**config.mk**
```make
export PLATFORM = sky130hd
export DESIGN_NAME = csr_unit
export DESIGN_NICKNAME = d
export VERILOG_FILES = /design/src/rtl/csr_unit_pkg.sv /design/src/rtl/csr_unit.sv
export SDC_FILE = /design/constraint.sdc
export NUM_CORES = 1
export LEC_CHECK = 0
export CAP_MARGIN = 20
export CORE_ASPECT_RATIO = 0.9
export CORE_MARGIN = 2
export CORE_UTILIZATION = 51
export CTS_BUF_LIST = sky130_fd_sc_hd__clkbuf_16
export DETAILED_ROUTE_END_ITERATION = 10
export PLACE_DENSITY = 0.9
export SYNTH_ARGS = -nofsm -noshare
export SYNTH_HDL_FRONTEND = slang
export SYNTH_SLANG_ARGS = --single-unit
```
**constraint.sdc**
```tcl
create_clock -name clk -period 2.63 [get_ports clk]
set_input_delay 0.263 -clock clk [delete_from_list [all_inputs] [get_ports clk]]
set_output_delay 0.263 -clock clk [all_outputs]
set_load 0.01 [all_outputs]
```
**src/rtl/csr_unit_pkg.sv**
```systemverilog
// Shared types and CSR addresses for the machine-mode CSR unit.
package csr_unit_pkg;

    typedef enum logic [1:0] {
        CSR_READ = 2'd0,
        CSR_RW   = 2'd1,
        CSR_RS   = 2'd2,
        CSR_RC   = 2'd3
    } csr_mode_e;

    typedef struct packed {
        logic        valid;
        logic        use_imm;
        csr_mode_e   csr_mode;
        logic [11:0] csr_target;
    } csr_req_t;

    localparam logic [11:0] CSR_MSTATUS  = 12'h300;
    localparam logic [11:0] CSR_MIE      = 12'h304;
    localparam logic [11:0] CSR_MTVEC    = 12'h305;
    localparam logic [11:0] CSR_MSCRATCH = 12'h340;
    localparam logic [11:0] CSR_MEPC     = 12'h341;
    localparam logic [11:0] CSR_MCAUSE   = 12'h342;
    localparam logic [11:0] CSR_MTVAL    = 12'h343;
    localparam logic [11:0] CSR_MIP      = 12'h344;
    localparam logic [11:0] CSR_MHARTID  = 12'hF14;

endpackage

```
**src/rtl/csr_unit.sv**
```systemverilog
// Machine-mode CSR file with trap entry / MRET sequencing and fetch redirect.
module csr_unit
    import csr_unit_pkg::*;
#(
    parameter logic [31:0] HART_ID     = 32'd0,
    parameter logic [31:0] MTVEC_RESET = 32'h0000_0000
) (
    input  logic        clk,
    input  logic        rst,
    input  csr_req_t    csr_req,
    input  logic [31:0] rs1_data,
    input  logic [4:0]  zimm,
    output logic [31:0] csr_rdata,
    input  logic        exc_valid,
    input  logic [31:0] exc_cause,
    input  logic [31:0] exc_tval,
    input  logic [31:0] exc_pc,
    input  logic        irq_ack,
    input  logic        mret,
    input  logic        irq_ext,
    input  logic        irq_timer,
    input  logic        irq_sw,
    output logic        irq_pending,
    output logic        busy,
    output logic        redirect_valid,
    output logic [31:0] redirect_pc
);

    localparam int unsigned XLEN   = 32;
    localparam int unsigned CODE_W = 5;
    localparam logic [XLEN-1:0] IRQ_MASK = 32'h0000_0888;

    typedef enum logic [1:0] {
        IDLE = 2'd0,
        TRAP = 2'd1,
        RET  = 2'd2
    } state_e;

    state_e state_q, state_d;

    logic              mstatus_mie_q, mstatus_mpie_q;
    logic [XLEN-1:0]   mie_q, mip_q, mtvec_q, mscratch_q, mepc_q, mcause_q, mtval_q;
    logic              trap_irq_q;
    logic [CODE_W-1:0] trap_code_q;

    logic [XLEN-1:0]   mstatus_rd_c, old_c, operand_c, wdata_c, pending_c, trap_base_c;
    logic [CODE_W-1:0] irq_code_c;
    logic              take_exc_c, take_irq_c, take_ret_c, do_write_c;

    // MPP is hardwired to machine mode
    assign mstatus_rd_c = {19'd0, 2'b11, 3'd0, mstatus_mpie_q, 3'd0, mstatus_mie_q, 3'd0};

    always_comb begin
        old_c = '0;
        case (csr_req.csr_target)
            CSR_MSTATUS:  old_c = mstatus_rd_c;
            CSR_MIE:      old_c = mie_q;
            CSR_MTVEC:    old_c = mtvec_q;
            CSR_MSCRATCH: old_c = mscratch_q;
            CSR_MEPC:     old_c = mepc_q;
            CSR_MCAUSE:   old_c = mcause_q;
            CSR_MTVAL:    old_c = mtval_q;
            CSR_MIP:      old_c = mip_q;
            CSR_MHARTID:  old_c = HART_ID;
            default:      old_c = '0;
        endcase
    end

    assign csr_rdata = csr_req.valid ? old_c : '0;
    assign operand_c = csr_req.use_imm ? XLEN'(zimm) : rs1_data;

    always_comb begin
        wdata_c = operand_c;
        case (csr_req.csr_mode)
            CSR_RS:  wdata_c = old_c | operand_c;
            CSR_RC:  wdata_c = old_c & ~operand_c;
            default: wdata_c = operand_c;
        endcase
    end

    // Interrupt selection: external > software > timer
    assign pending_c   = mie_q & mip_q;
    assign irq_pending = mstatus_mie_q & (|pending_c);
    always_comb begin
        irq_code_c = CODE_W'(7);
        if (pending_c[11])     irq_code_c = CODE_W'(11);
        else if (pending_c[3]) irq_code_c = CODE_W'(3);
    end

    always_ff @(posedge clk) begin
        if (rst) state_q <= IDLE;
        else     state_q <= state_d;
    end

    always_comb begin
        state_d    = state_q;
        take_exc_c = 1'b0;
        take_irq_c = 1'b0;
        take_ret_c = 1'b0;
        do_write_c = 1'b0;
        case (state_q)
            IDLE: begin
                if (exc_valid) begin
                    take_exc_c = 1'b1;
                    state_d    = TRAP;
                end else if (irq_ack && irq_pending) begin
                    take_irq_c = 1'b1;
                    state_d    = TRAP;
                end else if (mret) begin
                    take_ret_c = 1'b1;
                    state_d    = RET;
                end else begin
                    do_write_c = csr_req.valid && (csr_req.csr_mode != CSR_READ);
                end
            end
            TRAP:    state_d = IDLE;
            RET:     state_d = IDLE;
            default: state_d = IDLE;
        endcase
    end

    assign trap_base_c = {mtvec_q[31:2], 2'b00};

    // Redirect is suppressed in the cycle reset is applied
    always_comb begin
        busy           = (state_q != IDLE);
        redirect_valid = (state_q != IDLE) && !rst;
        redirect_pc    = '0;
        if (state_q == TRAP) begin
            redirect_pc = trap_base_c;
            if (trap_irq_q && (mtvec_q[1:0] == 2'b01))
                redirect_pc = trap_base_c + (XLEN'(trap_code_q) << 2);
        end else if (state_q == RET) begin
            redirect_pc = mepc_q;
        end
    end

    always_ff @(posedge clk) begin
        if (rst) begin
            mstatus_mie_q  <= 1'b0;
            mstatus_mpie_q <= 1'b0;
            mie_q          <= '0;
            mip_q          <= '0;
            mtvec_q        <= MTVEC_RESET;
            mscratch_q     <= '0;
            mepc_q         <= '0;
            mcause_q       <= '0;
            mtval_q        <= '0;
            trap_irq_q     <= 1'b0;
            trap_code_q    <= '0;
        end else begin
            mip_q <= {20'd0, irq_ext, 3'd0, irq_timer, 3'd0, irq_sw, 3'd0};
            if (take_exc_c || take_irq_c) begin
                mepc_q         <= {exc_pc[31:2], 2'b00};
                mstatus_mpie_q <= mstatus_mie_q;
                mstatus_mie_q  <= 1'b0;
                mcause_q       <= take_exc_c ? exc_cause : {1'b1, 26'd0, irq_code_c};
                mtval_q        <= take_exc_c ? exc_tval : '0;
                trap_irq_q     <= take_irq_c;
                trap_code_q    <= irq_code_c;
            end else if (take_ret_c) begin
                mstatus_mie_q  <= mstatus_mpie_q;
                mstatus_mpie_q <= 1'b1;
            end else if (do_write_c) begin
                case (csr_req.csr_target)
                    CSR_MSTATUS: begin
                        mstatus_mie_q  <= wdata_c[3];
                        mstatus_mpie_q <= wdata_c[7];
                    end
                    CSR_MIE:      mie_q      <= wdata_c & IRQ_MASK;
                    CSR_MTVEC:    mtvec_q    <= {wdata_c[31:2], wdata_c[1] ? 2'b00 : wdata_c[1:0]};
                    CSR_MSCRATCH: mscratch_q <= wdata_c;
                    CSR_MEPC:     mepc_q     <= {wdata_c[31:2], 2'b00};
                    CSR_MCAUSE:   mcause_q   <= wdata_c;
                    CSR_MTVAL:    mtval_q    <= wdata_c;
                    default: ;
                endcase
            end
        end
    end

endmodule

```
# Word level (Yosys, flattened, before mapping)
# Index checks and enable logic that the tools add are counted.
# totals
ff_bits	203
word_cells	114
# op_classes
n_bitwise	8
add_sub_neg	1
n_reduce_logical	30
mux	47
n_eq_ne	14
# op_table
op	count
$mux 32	19
$pmux 32 s8	1
$eq 12x10->1 const B	8
$pmux 32 s2	1
$add 32x7->32	1
$and 12x32->32	1
$and 32x32->32	1
$not 32->32	1
$or 32x32->32	1
$reduce_or 32->1	1
$mux 1	24
$reduce_bool 2->1	8
$reduce_and 4->1	3
$reduce_and 3->1	3
$reduce_bool 3->1	3
$eq 2x2->1 const B	3
$eq 2x1->1 const B	2
$logic_and 1x1->1	4
$mux 4	1
$reduce_and 2->1	2
$reduce_or 2->1	2
$reduce_or 4->1	1
$mux 3	1
$not 1->1	3
5 further kinds	5

# Longest topological paths before layout
# depth
ltp_word	10
depth_mapped	10
depth_no_buf	9

# Least setup slack after synthesis
# OpenSTA, ideal clock, no wires.
# synth_timing
path_type	reg-to-output
startpoint	register mtvec_q[2]
endpoint	output port redirect_pc[28]
path_slack_ps	62
arrival_ps	2305
t_required_ps	2367
stages_incl_launch_ff	10
n_path_buf	0
path_cell_list	dfxtp_1 ha_1 inv_1 fa_1 nor2b_1 o21ai_0 a2111oi_0 nand4_1 xor2_1 o21ai_0
# synth_between
elab_chain_len	3
# synth_lines
item	line	rtl
start: declaration	csr_unit.sv:42	logic [XLEN-1:0] mie_q, mip_q, mtvec_q, mscratch_q, mepc_q, mcause_q, mtval_q;
start signal: assignment	csr_unit.sv:171	CSR_MTVEC: mtvec_q <= {wdata_c[31:2], wdata_c[1] ? 2'b00 : wdata_c[1:0]};
$add 32x7->32	csr_unit.sv:132	redirect_pc = trap_base_c + (XLEN'(trap_code_q) << 2);
$mux 32	csr_unit.sv:131	if (trap_irq_q && (mtvec_q[1:0] == 2'b01))
$mux 32	csr_unit.sv:129	if (state_q == TRAP) begin
end: declaration	csr_unit.sv:26	output logic [31:0] redirect_pc
# No other way between the ends.

# Worst setup path in the final report
# layout_timing
startpoint	register trap_code_q[1]
endpoint	output port redirect_pc[28]
# layout_between
elab_chain_len	3
# layout_lines
item	line	rtl
start: declaration	csr_unit.sv:44	logic [CODE_W-1:0] trap_code_q;
start signal: assignment	csr_unit.sv:160	trap_code_q <= irq_code_c;
$add 32x7->32	csr_unit.sv:132	
$mux 32	csr_unit.sv:131	
$mux 32	csr_unit.sv:129	
# No other way between the ends.

==> impl_metrics.py <==
metrics = {
    "run_status": {
        "status": "finished with violations",
        "violations": "setup timing",
    },
    "job": {
        "cap_violations": 0,
    },
    "timing": {
        "fmax_mhz": 325,
        "slew-limit-headroom_pct": 38.7,
        "drv_slew": 0,
        "fin_crit_sh_pct": 117,
        "hold_viol": 0,
        "fin_ws_ps": -444,
        "skew_ps": 12.9,
        "setup_viol": 27,
        "holdWs_ps": 335,
        "rsz0062_at_grt": "yes",
        "period_minus_slack_ps": 3070,
        "tightest_slew_ps": 917,
    },
    "floorplanning": {
        "die_area_um2": 20500,
        "initial_utilization_pct": 51.7,
        "fp-row-count": 48,
        "core_area_um2": 19100,
        "die_h_um": 136,
        "io_pins": 224,
        "fp.dieW_um": 151,
    },
    "yosys": {
        "syn_inst": 1279,
        "yosysWarningCount": 0,
        "synth_top_area_share_pct": 34.7,
        "synth.most_common_cell": "nor2_1",
        "yosysTopAreaCell": "dfxtp_1",
        "ys_seq_area_share_pct": 34.7,
        "synthFlopType": "dfxtp_1",
        "avgSynthCellArea_um2": 7.72,
        "synth_edf_count": 0,
        "ys_types": 78,
        "ys_ff_latch": 171,
        "synthArstFlopShare_pct": 0,
        "synth_common_cells": "nor2_1 (176), dfxtp_1 (171), nand2_1 (116), o21ai_0 (110), clkbuf_1 (75)",
        "synth.cell_area_um2": 9880,
        "synthTopCellsByArea": "dfxtp_1 (35%), nor2_1 (6.7%), o21ai_0 (5.6%), a211oi_1 (5.3%), nand2_1 (4.4%)",
    },
    "min_path": {
        "hold_class": "input pin to flip-flop",
    },
    "clock_tree": {
        "cts.clk_slew.worst_paths_ps": 70,
        "hold_buffers": 0,
        "htreeDepth": 4,
        "clock-root-buffer": "clkbuf_16",
        "clock_sinks": 171,
        "cts_tree": "yes",
        "numCtsBuffers": 17,
        "clock_latency_ps": 450,
        "clockBufferDepth": 2,
    },
    "pwr": {
        "p_switching_mw": 2.09,
        "power.leakage_nw": 6.17,
        "total_power_mw": 6.80,
        "power_frac_seq_pct": 41.7,
        "share_comb_of_total_power_pct": 20.5,
        "irDropWorstVdd_uv": 416,
        "powerDensity_nw_per_um2": 446,
        "swShare_pct": 30.7,
        "intPower_mw": 4.71,
        "clockPowerShare_pct": 37.9,
    },
    "placement": {
        "preCtsSetupSlack_ps": -620,
        "place.gp.congestion": 1.04,
        "dp_hpwl_mm": 34.7,
        "numPortBuffers": 219,
        "dpl_cell_area_um2": 14100,
    },
    "routing": {
        "firstDrtPassIters": 6,
        "num_vias": 13000,
        "drtIter0Drc": 1959,
        "drt_wl_total_mm": 49.7,
        "wire_per_inst_um": 25.3,
        "avgViaCountPerCell": 6.65,
        "remaining_drc_errors": 0,
        "drt.antenna.violating_nets": 0,
    },
    "final_layout": {
        "drive_gt1_share_pct": 26.7,
        "n_fill_cell": 1269,
        "nets": 1861,
        "postLayoutCoreUtil_pct": 79.8,
        "fin_area_um2": 15200,
        "diodes": 0,
        "area_growth_syn_to_layout_pct": 54.4,
    },
    "critical_path": {
        "crit_family": "compound AO/OA/AOI/OAI gates",
        "cp.required_ps": 2370,
        "startpoint_type": "flip-flop",
        "path_buf_inv": 3,
        "slowest_delay_ps": 390,
        "worstPathMaxFanout": 3,
        "arrival_ps": 2810,
        "crit_type": "flip-flop to primary output",
        "crit_chain": "ha_4 > inv_2 > fa_2 > nor2b_2 > o21ai_2 > a2111oi_4 > buf_4 > nand4_1 > xor2_1 > o21ai_1 > buf_2",
        "endpoint_kind": "primary output",
        "slowest_stage": "a2111oi_4",
    },
    "global_routing": {
        "globalRouteTotalUtil_pct": 46.6,
        "first_global_vias": 11900,
        "antenna_found_initial": 1,
        "grt-ovfl-total": 0,
        "grt_pass1_wl_mm": 71.1,
        "grt_max_degree": 45,
    },
}
==> metrics by stage <==
| stage | setup TNS (ps) | std cells |
|---|---|---|
| 2_1_floorplan | 0 | 1280 |
| 3_3_place_gp | -30120 | 1879 |
| 3_5_place_dp | -36190 | 1879 |
| 4_1_cts | -2680 | 1948 |
| 5_1_grt | -7500 | 1962 |
| 6_report | -6270 | 1962 |
==> flip-flops by register name, summed over array words and instances, names as in the netlist <==
signal and count:
mcause_q 32, mscratch_q 32, mtval_q 32, mtvec_q 31
mepc_q 30, mie_q 3, mip_q 3, trap_code_q 3
state_q 2, mstatus_mie_q 1, mstatus_mpie_q 1, trap_irq_q 1
==> cell type report <==
type / instances / area, µm² / area share (%)
timing repair buffer: 505 / 4570 / 30.0
sequential: 171 / 3440 / 22.5
clock buffer: 17 / 425 / 2.79
tap: 250 / 313 / 2.05
inverter: 12 / 45.0 / 0.295
multi-input combinational: 992 / 6300 / 41.3
clock inverter: 15 / 161 / 1.06
==> placed cells by master, fill, tap and decap left out, drive strengths merged, types with 20 or more instances in the layout <==
master         instances
nor3                  29
nand2b                29
a211oi                70
clkdlybuf4s50        146
a31oi                 53
buf                  332
a21oi                 69
and2                  29
inv                   20
a22oi                 26
dfxtp                171
nand2                116
nor2                 177
o21ai                112
mux2i                 41
==> repair_timing <==
action	CTS	global route
gates cloned	3	0
endpoints found under the setup margin	61	65
buffers inserted	36	18
pin swaps	59	20
gates resized for setup	304	47
==> worst paths after layout <==
path,startpoint,endpoint,slack (ps),cells past startpoint
max,trap_code_q[1],redirect_pc[28],-440,11
max reg2reg,mip_q[3],mepc_q[17],0,9
min reg2reg,mscratch_q[24],mscratch_q[24],460,2
min,rst,mtval_q[3],340,2
==> per-layer routing <==
layer | track usage, % | wire length, µm | up-vias
li1 | - | - | 5536
met1 | 64.4 | 19300 | 6060
met2 | 66.5 | 20500 | 1227
met3 | 16.9 | 7830 | 226
met4 | 17.0 | 2090 | 0
met5 | 0 | 0 | -
==> cell families (layout without fill, tap and decap cells) <==
family | after synthesis | in the layout | synth area share, %
AOI/OAI and AO/OA | 436 | 436 | 29.4
xor gates and xnor gates | 26 | 26 | 2.30
adders and majority gates | 5 | 5 | 0.709
buffers and inverters | 117 | 549 | 4.81
DFF | 171 | 171 | 34.7
muxes | 44 | 44 | 4.50
other | 1 | 2 | 0.0380
and+or+nand+nor | 479 | 479 | 23.6
==> power by group through the flow <==
stage               Sequential [mW]  Combinational (mW)  Clock (mW)
finish                         2.83                1.39        2.58
global route                   2.84                1.45        2.66
CTS                            2.82                1.32        2.56
detailed placement             2.88                1.30           0
global placement               2.87                1.28           0
floorplan                      2.83               0.599           0
Power figures use the tool's default switching activity.
